File: src/rtl/ps2_host_tx.sv
// ps2_host_tx: host-to-device PS/2 command transmitter.
// Inhibits the bus, issues request-to-send, shifts one byte plus odd parity
// and stop bit out on device clock falls, checks the device ACK and reports
// completion with a one-cycle done or error pulse. The PS/2 lines are driven
// open-drain through external buffers: an *_oe of 1 pulls that line low.
module ps2_host_tx #(
    parameter int INHIBIT_CYCLES = 5000,
    parameter int REQ_CYCLES     = 50,
    parameter int TIMEOUT_CYCLES = 750000
) (
    input  logic       clk,
    input  logic       resetN,
    input  logic [7:0] din,
    input  logic       din_valid,
    output logic       ready,
    input  logic       kbd_clk,
    input  logic       kbd_dat,
    output logic       kbd_clk_oe,
    output logic       kbd_dat_oe,
    output logic       done,
    output logic       error
);

    // Inhibit and request phases share one delay counter sized for the longer.
    localparam int DLY_MAX = (INHIBIT_CYCLES > REQ_CYCLES) ? INHIBIT_CYCLES : REQ_CYCLES;
    localparam int DLY_W   = $clog2(DLY_MAX + 1);
    localparam int TMO_W   = $clog2(TIMEOUT_CYCLES);

    localparam logic [DLY_W-1:0] INH_LAST = DLY_W'(INHIBIT_CYCLES - 1);
    localparam logic [DLY_W-1:0] REQ_LAST = DLY_W'(REQ_CYCLES - 1);
    localparam logic [TMO_W-1:0] TMO_LAST = TMO_W'(TIMEOUT_CYCLES - 1);
    localparam logic [TMO_W-1:0] TMO_MAX  = {TMO_W{1'b1}};
    localparam logic [3:0]       STOP_IDX = 4'd9;

    typedef enum logic [2:0] {
        ST_IDLE      = 3'd0,
        ST_INHIBIT   = 3'd1,
        ST_REQ       = 3'd2,
        ST_SHIFT     = 3'd3,
        ST_ACK       = 3'd4,
        ST_WAIT_IDLE = 3'd5
    } state_t;

    // Odd parity over the command byte: the parity bit makes the total count of ones odd.
    function automatic logic odd_parity(input logic [7:0] b);
        return ~(^b);
    endfunction

    // Frame bit for index 0..9: data LSB first, then parity, then stop (1).
    function automatic logic frame_bit(input logic [7:0] b, input logic [3:0] idx);
        logic bit_v;
        if (idx < 4'd8) begin
            bit_v = b[idx[2:0]];
        end else if (idx == 4'd8) begin
            bit_v = odd_parity(b);
        end else begin
            bit_v = 1'b1;
        end
        return bit_v;
    endfunction

    // Synchronizers for the asynchronous PS/2 lines (idle level is high).
    logic clk_meta_r;
    logic clk_s;
    logic clk_s_prev;
    logic dat_meta_r;
    logic dat_s;
    logic fall_s;

    // Main state and counters.
    state_t           state_r;
    logic [DLY_W-1:0] dly_cnt_r;
    logic [TMO_W-1:0] tmo_cnt_r;
    logic [3:0]       bit_cnt_r;
    logic [7:0]       tx_byte_r;

    // Registered outputs.
    logic ready_r;
    logic clk_oe_r;
    logic dat_oe_r;
    logic done_r;
    logic error_r;

    // Next-state values.
    state_t           state_next_s;
    logic [DLY_W-1:0] dly_next_s;
    logic [TMO_W-1:0] tmo_next_s;
    logic [TMO_W-1:0] tmo_inc_s;
    logic             tmo_hit_s;
    logic [3:0]       bit_next_s;
    logic [7:0]       byte_next_s;
    logic             ready_next_s;
    logic             clk_oe_next_s;
    logic             dat_oe_next_s;
    logic             done_next_s;
    logic             error_next_s;

    // Two-flop synchronizers plus one delay stage on the clock for edge detection.
    always_ff @(posedge clk) begin
        if (!resetN) begin
            clk_meta_r <= 1'b1;
            clk_s      <= 1'b1;
            clk_s_prev <= 1'b1;
            dat_meta_r <= 1'b1;
            dat_s      <= 1'b1;
        end else begin
            clk_meta_r <= kbd_clk;
            clk_s      <= clk_meta_r;
            clk_s_prev <= clk_s;
            dat_meta_r <= kbd_dat;
            dat_s      <= dat_meta_r;
        end
    end

    // Single-cycle strobe on a falling edge of the synchronized device clock.
    assign fall_s = clk_s_prev & ~clk_s;

    // Saturating timeout increment and terminal-count detect.
    assign tmo_inc_s = (tmo_cnt_r == TMO_MAX) ? tmo_cnt_r : (tmo_cnt_r + TMO_W'(1));
    assign tmo_hit_s = (tmo_cnt_r == TMO_LAST);

    // Next-state and next-output logic for the transmit sequence.
    always_comb begin
        state_next_s  = state_r;
        dly_next_s    = dly_cnt_r;
        tmo_next_s    = tmo_cnt_r;
        bit_next_s    = bit_cnt_r;
        byte_next_s   = tx_byte_r;
        clk_oe_next_s = clk_oe_r;
        dat_oe_next_s = dat_oe_r;
        ready_next_s  = 1'b0;
        done_next_s   = 1'b0;
        error_next_s  = 1'b0;

        case (state_r)
            ST_IDLE: begin
                clk_oe_next_s = 1'b0;
                dat_oe_next_s = 1'b0;
                dly_next_s    = '0;
                tmo_next_s    = '0;
                bit_next_s    = 4'd0;
                // ready_r is low in the pulse cycle, so a request cannot start then.
                if (ready_r && din_valid) begin
                    byte_next_s   = din;
                    state_next_s  = ST_INHIBIT;
                    clk_oe_next_s = 1'b1;
                end else begin
                    ready_next_s = 1'b1;
                end
            end

            ST_INHIBIT: begin
                clk_oe_next_s = 1'b1;
                dat_oe_next_s = 1'b0;
                if (dly_cnt_r == INH_LAST) begin
                    state_next_s  = ST_REQ;
                    dly_next_s    = '0;
                    dat_oe_next_s = 1'b1;
                end else begin
                    dly_next_s = dly_cnt_r + DLY_W'(1);
                end
            end

            ST_REQ: begin
                dat_oe_next_s = 1'b1;
                if (dly_cnt_r == REQ_LAST) begin
                    // Release the clock; the start bit stays driven low.
                    state_next_s  = ST_SHIFT;
                    dly_next_s    = '0;
                    tmo_next_s    = '0;
                    bit_next_s    = 4'd0;
                    clk_oe_next_s = 1'b0;
                end else begin
                    dly_next_s    = dly_cnt_r + DLY_W'(1);
                    clk_oe_next_s = 1'b1;
                end
            end

            ST_SHIFT: begin
                clk_oe_next_s = 1'b0;
                if (tmo_hit_s) begin
                    state_next_s  = ST_IDLE;
                    dat_oe_next_s = 1'b0;
                    tmo_next_s    = '0;
                    bit_next_s    = 4'd0;
                    error_next_s  = 1'b1;
                end else if (fall_s) begin
                    tmo_next_s    = tmo_inc_s;
                    dat_oe_next_s = ~frame_bit(tx_byte_r, bit_cnt_r);
                    bit_next_s    = bit_cnt_r + 4'd1;
                    if (bit_cnt_r == STOP_IDX) begin
                        state_next_s = ST_ACK;
                    end else begin
                        state_next_s = ST_SHIFT;
                    end
                end else begin
                    tmo_next_s = tmo_inc_s;
                end
            end

            ST_ACK: begin
                clk_oe_next_s = 1'b0;
                dat_oe_next_s = 1'b0;
                if (tmo_hit_s) begin
                    state_next_s = ST_IDLE;
                    tmo_next_s   = '0;
                    bit_next_s   = 4'd0;
                    error_next_s = 1'b1;
                end else if (fall_s) begin
                    tmo_next_s = tmo_inc_s;
                    if (dat_s) begin
                        // Device did not pull data low on the ACK clock.
                        state_next_s = ST_IDLE;
                        tmo_next_s   = '0;
                        bit_next_s   = 4'd0;
                        error_next_s = 1'b1;
                    end else begin
                        state_next_s = ST_WAIT_IDLE;
                    end
                end else begin
                    tmo_next_s = tmo_inc_s;
                end
            end

            ST_WAIT_IDLE: begin
                clk_oe_next_s = 1'b0;
                dat_oe_next_s = 1'b0;
                if (tmo_hit_s) begin
                    state_next_s = ST_IDLE;
                    tmo_next_s   = '0;
                    bit_next_s   = 4'd0;
                    error_next_s = 1'b1;
                end else if (clk_s && dat_s) begin
                    state_next_s = ST_IDLE;
                    tmo_next_s   = '0;
                    bit_next_s   = 4'd0;
                    done_next_s  = 1'b1;
                end else begin
                    tmo_next_s = tmo_inc_s;
                end
            end

            default: begin
                state_next_s  = ST_IDLE;
                clk_oe_next_s = 1'b0;
                dat_oe_next_s = 1'b0;
                dly_next_s    = '0;
                tmo_next_s    = '0;
                bit_next_s    = 4'd0;
            end
        endcase
    end

    // State, counter and output registers with synchronous active-low reset.
    always_ff @(posedge clk) begin
        if (!resetN) begin
            state_r   <= ST_IDLE;
            dly_cnt_r <= '0;
            tmo_cnt_r <= '0;
            bit_cnt_r <= 4'd0;
            tx_byte_r <= 8'h00;
            ready_r   <= 1'b1;
            clk_oe_r  <= 1'b0;
            dat_oe_r  <= 1'b0;
            done_r    <= 1'b0;
            error_r   <= 1'b0;
        end else begin
            state_r   <= state_next_s;
            dly_cnt_r <= dly_next_s;
            tmo_cnt_r <= tmo_next_s;
            bit_cnt_r <= bit_next_s;
            tx_byte_r <= byte_next_s;
            ready_r   <= ready_next_s;
            clk_oe_r  <= clk_oe_next_s;
            dat_oe_r  <= dat_oe_next_s;
            done_r    <= done_next_s;
            error_r   <= error_next_s;
        end
    end

    assign ready      = ready_r;
    assign kbd_clk_oe = clk_oe_r;
    assign kbd_dat_oe = dat_oe_r;
    assign done       = done_r;
    assign error      = error_r;

endmodule
File: config.mk
export PLATFORM = sky130hd
export DESIGN_NAME = ps2_host_tx
export DESIGN_NICKNAME = d
export VERILOG_FILES = /design/src/rtl/ps2_host_tx.sv
export SDC_FILE = /design/constraint.sdc
export NUM_CORES = 1
export LEC_CHECK = 0
export CORE_MARGIN = 5
export CORE_UTILIZATION = 35
export DETAILED_ROUTE_END_ITERATION = 10
export GPL_TIMING_DRIVEN = 1
export PLACE_DENSITY = 0.5
export SYNTH_ARGS = -nofsm -noshare
export SYNTH_HDL_FRONTEND = slang
export SYNTH_SLANG_ARGS = --single-unit
export TNS_END_PERCENT = 50
File: constraint.sdc
create_clock -name clk -period 6.4 [get_ports clk]
set_clock_uncertainty 0.1 [all_clocks]
set_input_delay 1.92 -clock clk [delete_from_list [all_inputs] [get_ports clk]]
set_output_delay 1.92 -clock clk [all_outputs]
set_load 0.03 [all_outputs]
Word level (Yosys, flattened, before mapping)
Cells that the tools add are included.
{"block": "word_totals", "output_inout_bits": 5, "elab_cells": 111, "ff_bits": 58}
{"block": "op_classes", "n_eq_ne": 18, "addsub": 3, "bitwise_logic": 7, "mux": 55, "n_lt_le_gt_ge": 2, "n_reduce_logical": 11}
{"op": "20-bit two-way mux", "count": 8}
{"op": "20-bit case mux with 5 select lines", "count": 1}
{"op": "20-bit == test (second input constant)", "count": 2}
{"op": "13-bit case mux with 3 select lines", "count": 1}
{"op": "3-bit two-way mux", "count": 11}
{"op": "4-bit two-way mux", "count": 8}
{"op": "13-bit two-way mux", "count": 2}
{"op": "20-bit by 1-bit adder with 20-bit output (second input constant)", "count": 1}
{"op": "4-bit case mux with 5 select lines", "count": 1}
{"op": "1-bit two-way mux", "count": 18}
{"op": "3-bit case mux with 6 select lines", "count": 1}
{"op": "13-bit by 1-bit adder with 13-bit output (second input constant)", "count": 1}
{"op": "13-bit == test (second input constant)", "count": 1}
{"op": "13-bit by 6-bit == test with 1-bit output (second input constant)", "count": 1}
{"op": "3-bit inequality test (second input constant)", "count": 4}
{"op": "6-bit AND reduction", "count": 2}
{"op": "4-bit == test (second input constant)", "count": 2}
{"op": "8-bit XOR reduction", "count": 1}
{"op": "3-bit by 2-bit == test with 1-bit output (second input constant)", "count": 2}
{"op": "3-bit == test (second input constant)", "count": 2}
{"op": "2-bit inequality test (second input constant)", "count": 3}
{"op": "1-bit NOT", "count": 6}
{"op": "1-bit case mux with 3 select lines", "count": 2}
{"op": "3-bit OR reduction", "count": 2}
{"op": "11 further kinds", "count": 13}

Logic depth before layout (Yosys ltp)
{"block": "logic_depth", "depth_word": 11, "mapped_depth": 9, "depth_no_buf": 8}

Least setup slack after synthesis
Ideal clock, no wire load.
{"block": "synth_timing", "kind": "input-to-reg", "start": "input resetN", "end": "register tmo_cnt_r[7]", "t_required_ns": 6.238, "t_arrival_ns": 3.293, "setup_time_ns": 0.062, "slack_ns": 2.945, "cell_stages": 6, "path_cell_list": "clkbuf_1 > o21ai_0 > or2_1 > buf_6 > or4_1 > nand3_1"}
{"element": "start, declared", "line_no": "12", "rtl": "input logic resetN,"}
{"element": "end signal, assigned", "line_no": "270", "rtl": "tmo_cnt_r <= tmo_next_s;"}
{"element": "end, declared", "line_no": "73", "rtl": "logic [TMO_W-1:0] tmo_cnt_r;"}

==> results.rst <==
.. list-table::
   :header-rows: 1

   * - Metric
     - Value
   * - Run status
     - completed
   * - Area Overhead vs Synth
     - 16.34%
   * - Sequential standard cell area
     - around 1200 sq um
   * - Worst hold margin
     - approximately 310 ps
   * - Share of cells above drive strength 1
     - 0.06853
   * - Number of optimization iterations in the first detailed-route pass
     - 4
   * - Pin count of the biggest net entering global routing
     - 22
   * - Routability Congestion
     - ~0.8
   * - Number of synthesized register bits
     - 58
   * - Nature of the critical path startpoint
     - input pin
   * - CTS tree
     - built
   * - Post-CTS setup-driven buffer insertion count
     - 0
   * - Count of clock tree sinks
     - 58
   * - # rows
     - 34
   * - Clock network latency to the later pin of the worst-skew pair
     - 340 ps
   * - Synthesized area per cell
     - just over 8 sq um
   * - Cell-by-cell listing of the critical path
     - clkdlybuf4s50_1 > clkinv_1 > nor2_1 > and2_0 > nor2_1 > a21oi_1
   * - Sequential cell area fraction in the yosys report
     - 0.3800
   * - Area of the mapped netlist
     - ~3100 sq um
   * - FMAX
     - 0.2241 GHz
   * - Area taken by multi-input logic gates
     - 1777 sq um
   * - Min-Delay Path Class
     - reg2reg
   * - Count of synthesis-stage warnings from yosys
     - 0
   * - Post-Place Cells
     - 486
   * - CP dominant cell by count
     - nor2_1
   * - Kind of critical path
     - in2reg
   * - Number of antenna violations at the first check in global routing
     - 0
   * - Unrepaired setup endpoints after global routing
     - false
   * - Clock Tree Buf Depth
     - 2
   * - Initial Util
     - 0.3556
   * - Number of nets with antenna violations after routing
     - 0
   * - Setup violation total in the final timing report
     - 0
   * - Biggest area contributors in the synthesized netlist
     - dfxtp_1 38%, nor2_1 5.4%, nand2_1 4.7%
   * - Number of vias after detailed routing
     - 2651
   * - Crit path required time
     - between 6000 and 7000 ps
   * - Global route total overflow
     - 0
   * - Clock period minus worst slack
     - 4462 ps
   * - Synthesized net count
     - 391
   * - GRT Util Overall
     - 0.1370
   * - CP max-delay cell
     - and2_0
   * - Power density over cell area
     - 341.3 nW/um^2
   * - Port bufs
     - 17
   * - Overall power of the completed layout
     - 1213 uW
   * - DR WL/cell
     - 13.90 microns
   * - First-pass GRT wire length
     - about 12 mm
   * - Number of endpoints with negative hold slack in the final report
     - 0
   * - Worst Slack Setup Final
     - 1938 ps
   * - Cell leakage power
     - about 0.0012 uW
   * - CTS Buf Count
     - 9
   * - Number of maximum-capacitance constraint violations
     - 0
   * - Die height
     - 103.4 microns
   * - Launching element of the worst setup path
     - resetN
   * - Most frequent cell after synthesis
     - dfxtp_1
   * - Number of inserted filler cells in the final layout
     - slightly above 900
   * - Worst Hold Launch
     - dat_meta_r$_SDFF_PN1_
   * - CTS clk-pin slew, worst paths
     - 70 ps
   * - Count of pins over their slew limit
     - 0
   * - Residual DRC count
     - 0
   * - CP Buf/Inv Count
     - 2
   * - Root buffer cell
     - clkbuf_8
   * - Die area
     - about 11000 sq um
   * - Slew at the pin closest to its max-slew limit
     - 1037 ps
   * - HPWL after DPL
     - approximately 5 mm
   * - Routed wire length
     - 6.977 mm
   * - PostCTS Resize Cnt
     - 0
   * - Cell type with the highest aggregate area in the netlist
     - dfxtp_1
   * - Final-stage net count
     - 408
   * - Worst max-slew margin expressed relative to the limit
     - 0.3072
   * - Synthesized instance count
     - 372
   * - Core box area
     - 8593 sq um
   * - Count of non-filler cells in the finished layout
     - roughly 500
   * - Critical path capture point type
     - register
   * - # hold bufs at CTS
     - 0
   * - Final antenna diode count
     - 0
   * - Crit Path Max Fanout
     - 17
   * - Post-synth top flop
     - dfxtp_1
   * - Total negative slack
     - 0 ps
   * - Peak ir drop on the vdd network
     - 0.1348 mV
   * - Critical path's top delay family
     - simple AND/OR/NAND/NOR gates
   * - Library cells used by synthesis
     - between 50 and 60
   * - Number of DRC violations after detailed-routing iteration 0
     - 96
   * - Number of global-route vias before repair
     - 2451
   * - Worst Path Arrival
     - 4630 ps
   * - I/O Pins
     - 18
   * - Fraction of the cycle the final worst path needs
     - 0.6972
   * - Detailed-route vias per instance
     - 5.281
   * - Horizontal extent of the die
     - just over 100 microns
   * - Crit path largest cell delay
     - 700 ps
   * - Start of the worst register-to-register path
     - tmo_cnt_r[0]$_SDFFE_PN0P_
   * - Async set or reset register ratio after synthesis
     - 0
   * - Number of synthesized flops with an enable pin
     - 0
   * - CTS HTree Levels
     - 3
   * - Leading post-synthesis cells by instance count
     - 58 x dfxtp_1, 44 x nor2_1, 38 x nand2_1
   * - Area fraction of the dominant cell type after synthesis
     - 0.3800
   * - DP Worst Slack
     - 1506 ps
report_power, final:
| part | total (uW) | switching, uW | internal (uW) |
|---|---|---|---|
| combinational | 344 | 198 | 145 |
| clock | 430 | 152 | 279 |
| sequential | 439 | 44.7 | 395 |
| total | 1210 | 395 | 819 |
sequential cells by signal (all words and copies together), names as in the netlist, 3 cells and up:
register,cells
dly_cnt_r,13
bit_cnt_r,4
state_r,3
tmo_cnt_r,20
tx_byte_r,8
worst register-to-register path, cell delays in order (launching register included):
cell and delay (ps):
dfxtp_1 400, ha_1 230, and3_1 230, nand4_1 200, o21ai_0 550, nor2_1 80, buf_4 230, nor2_1 280
nor2_1 90
final timing paths:
check	endpoint	slack (ps)	cells past startpoint
setup / recovery	bit_cnt_r[2]$_SDFFE_PN0P_	1940	6
hold / removal	dat_s$_SDFF_PN1_	310	1
setup reg to reg	bit_cnt_r[1]$_SDFFE_PN0P_	3880	8
hold reg to reg	dat_s$_SDFF_PN1_	310	1
layout make-up:
class | instances | share of cell area
inverters | 14 | 0.01478
repair buffers | 18 | 0.04998
well taps | 108 | 0.03801
clock inverters | 5 | 0.02816
multi-input cells | 288 | 0.4998
clock buffers | 11 | 0.04259
flip-flops and latches | 58 | 0.3266
cells by family after synthesis:
| logic type | count (synthesis) | share of synthesized area |
|---|---|---|
| muxes | 16 | 0.06060 |
| xor gates and xnor gates | 18 | 0.05160 |
| and+or+nand+nor | 176 | 0.2973 |
| DFF | 58 | 0.3800 |
| AOI/OAI and AO/OA | 72 | 0.1474 |
| adders and majority gates | 6 | 0.02457 |
| buffers and inverters | 26 | 0.03849 |
cell usage in the layout, fill, tap and decap left out, types with 7 or more instances in the layout:
cell	synthesis	final
xnor2_1	15	15
nand2_1	38	38
clkbuf_8	0	11
dfxtp_1	58	58
nand4_1	7	7
nor2_1	44	44
o21ai_0	17	17
mux2i_1	14	14
a21oi_1	21	21
or3_1	8	8
inv_1	13	13
clkdlybuf4s50_1	0	17
nand3_1	25	25
nor3_1	10	10
stage by stage:
stage | area, sq um | util
floorplan | 3055 | -
global placement | 3303 | 0.3844
detailed placement | 3303 | 0.3844
CTS | 3555 | 0.4137
global route | 3555 | 0.4137
finish | 3555 | 0.4137
layer usage:
layer  up-vias  share of wire  global-route usage
li1       1357              -                   -
met4         0          0.013             0.05080
met1      1245           0.48              0.1762
met5         -              0                   0
met2        41           0.48              0.2216
met3         8          0.033             0.03421
(Power assumes the default switching activity.)
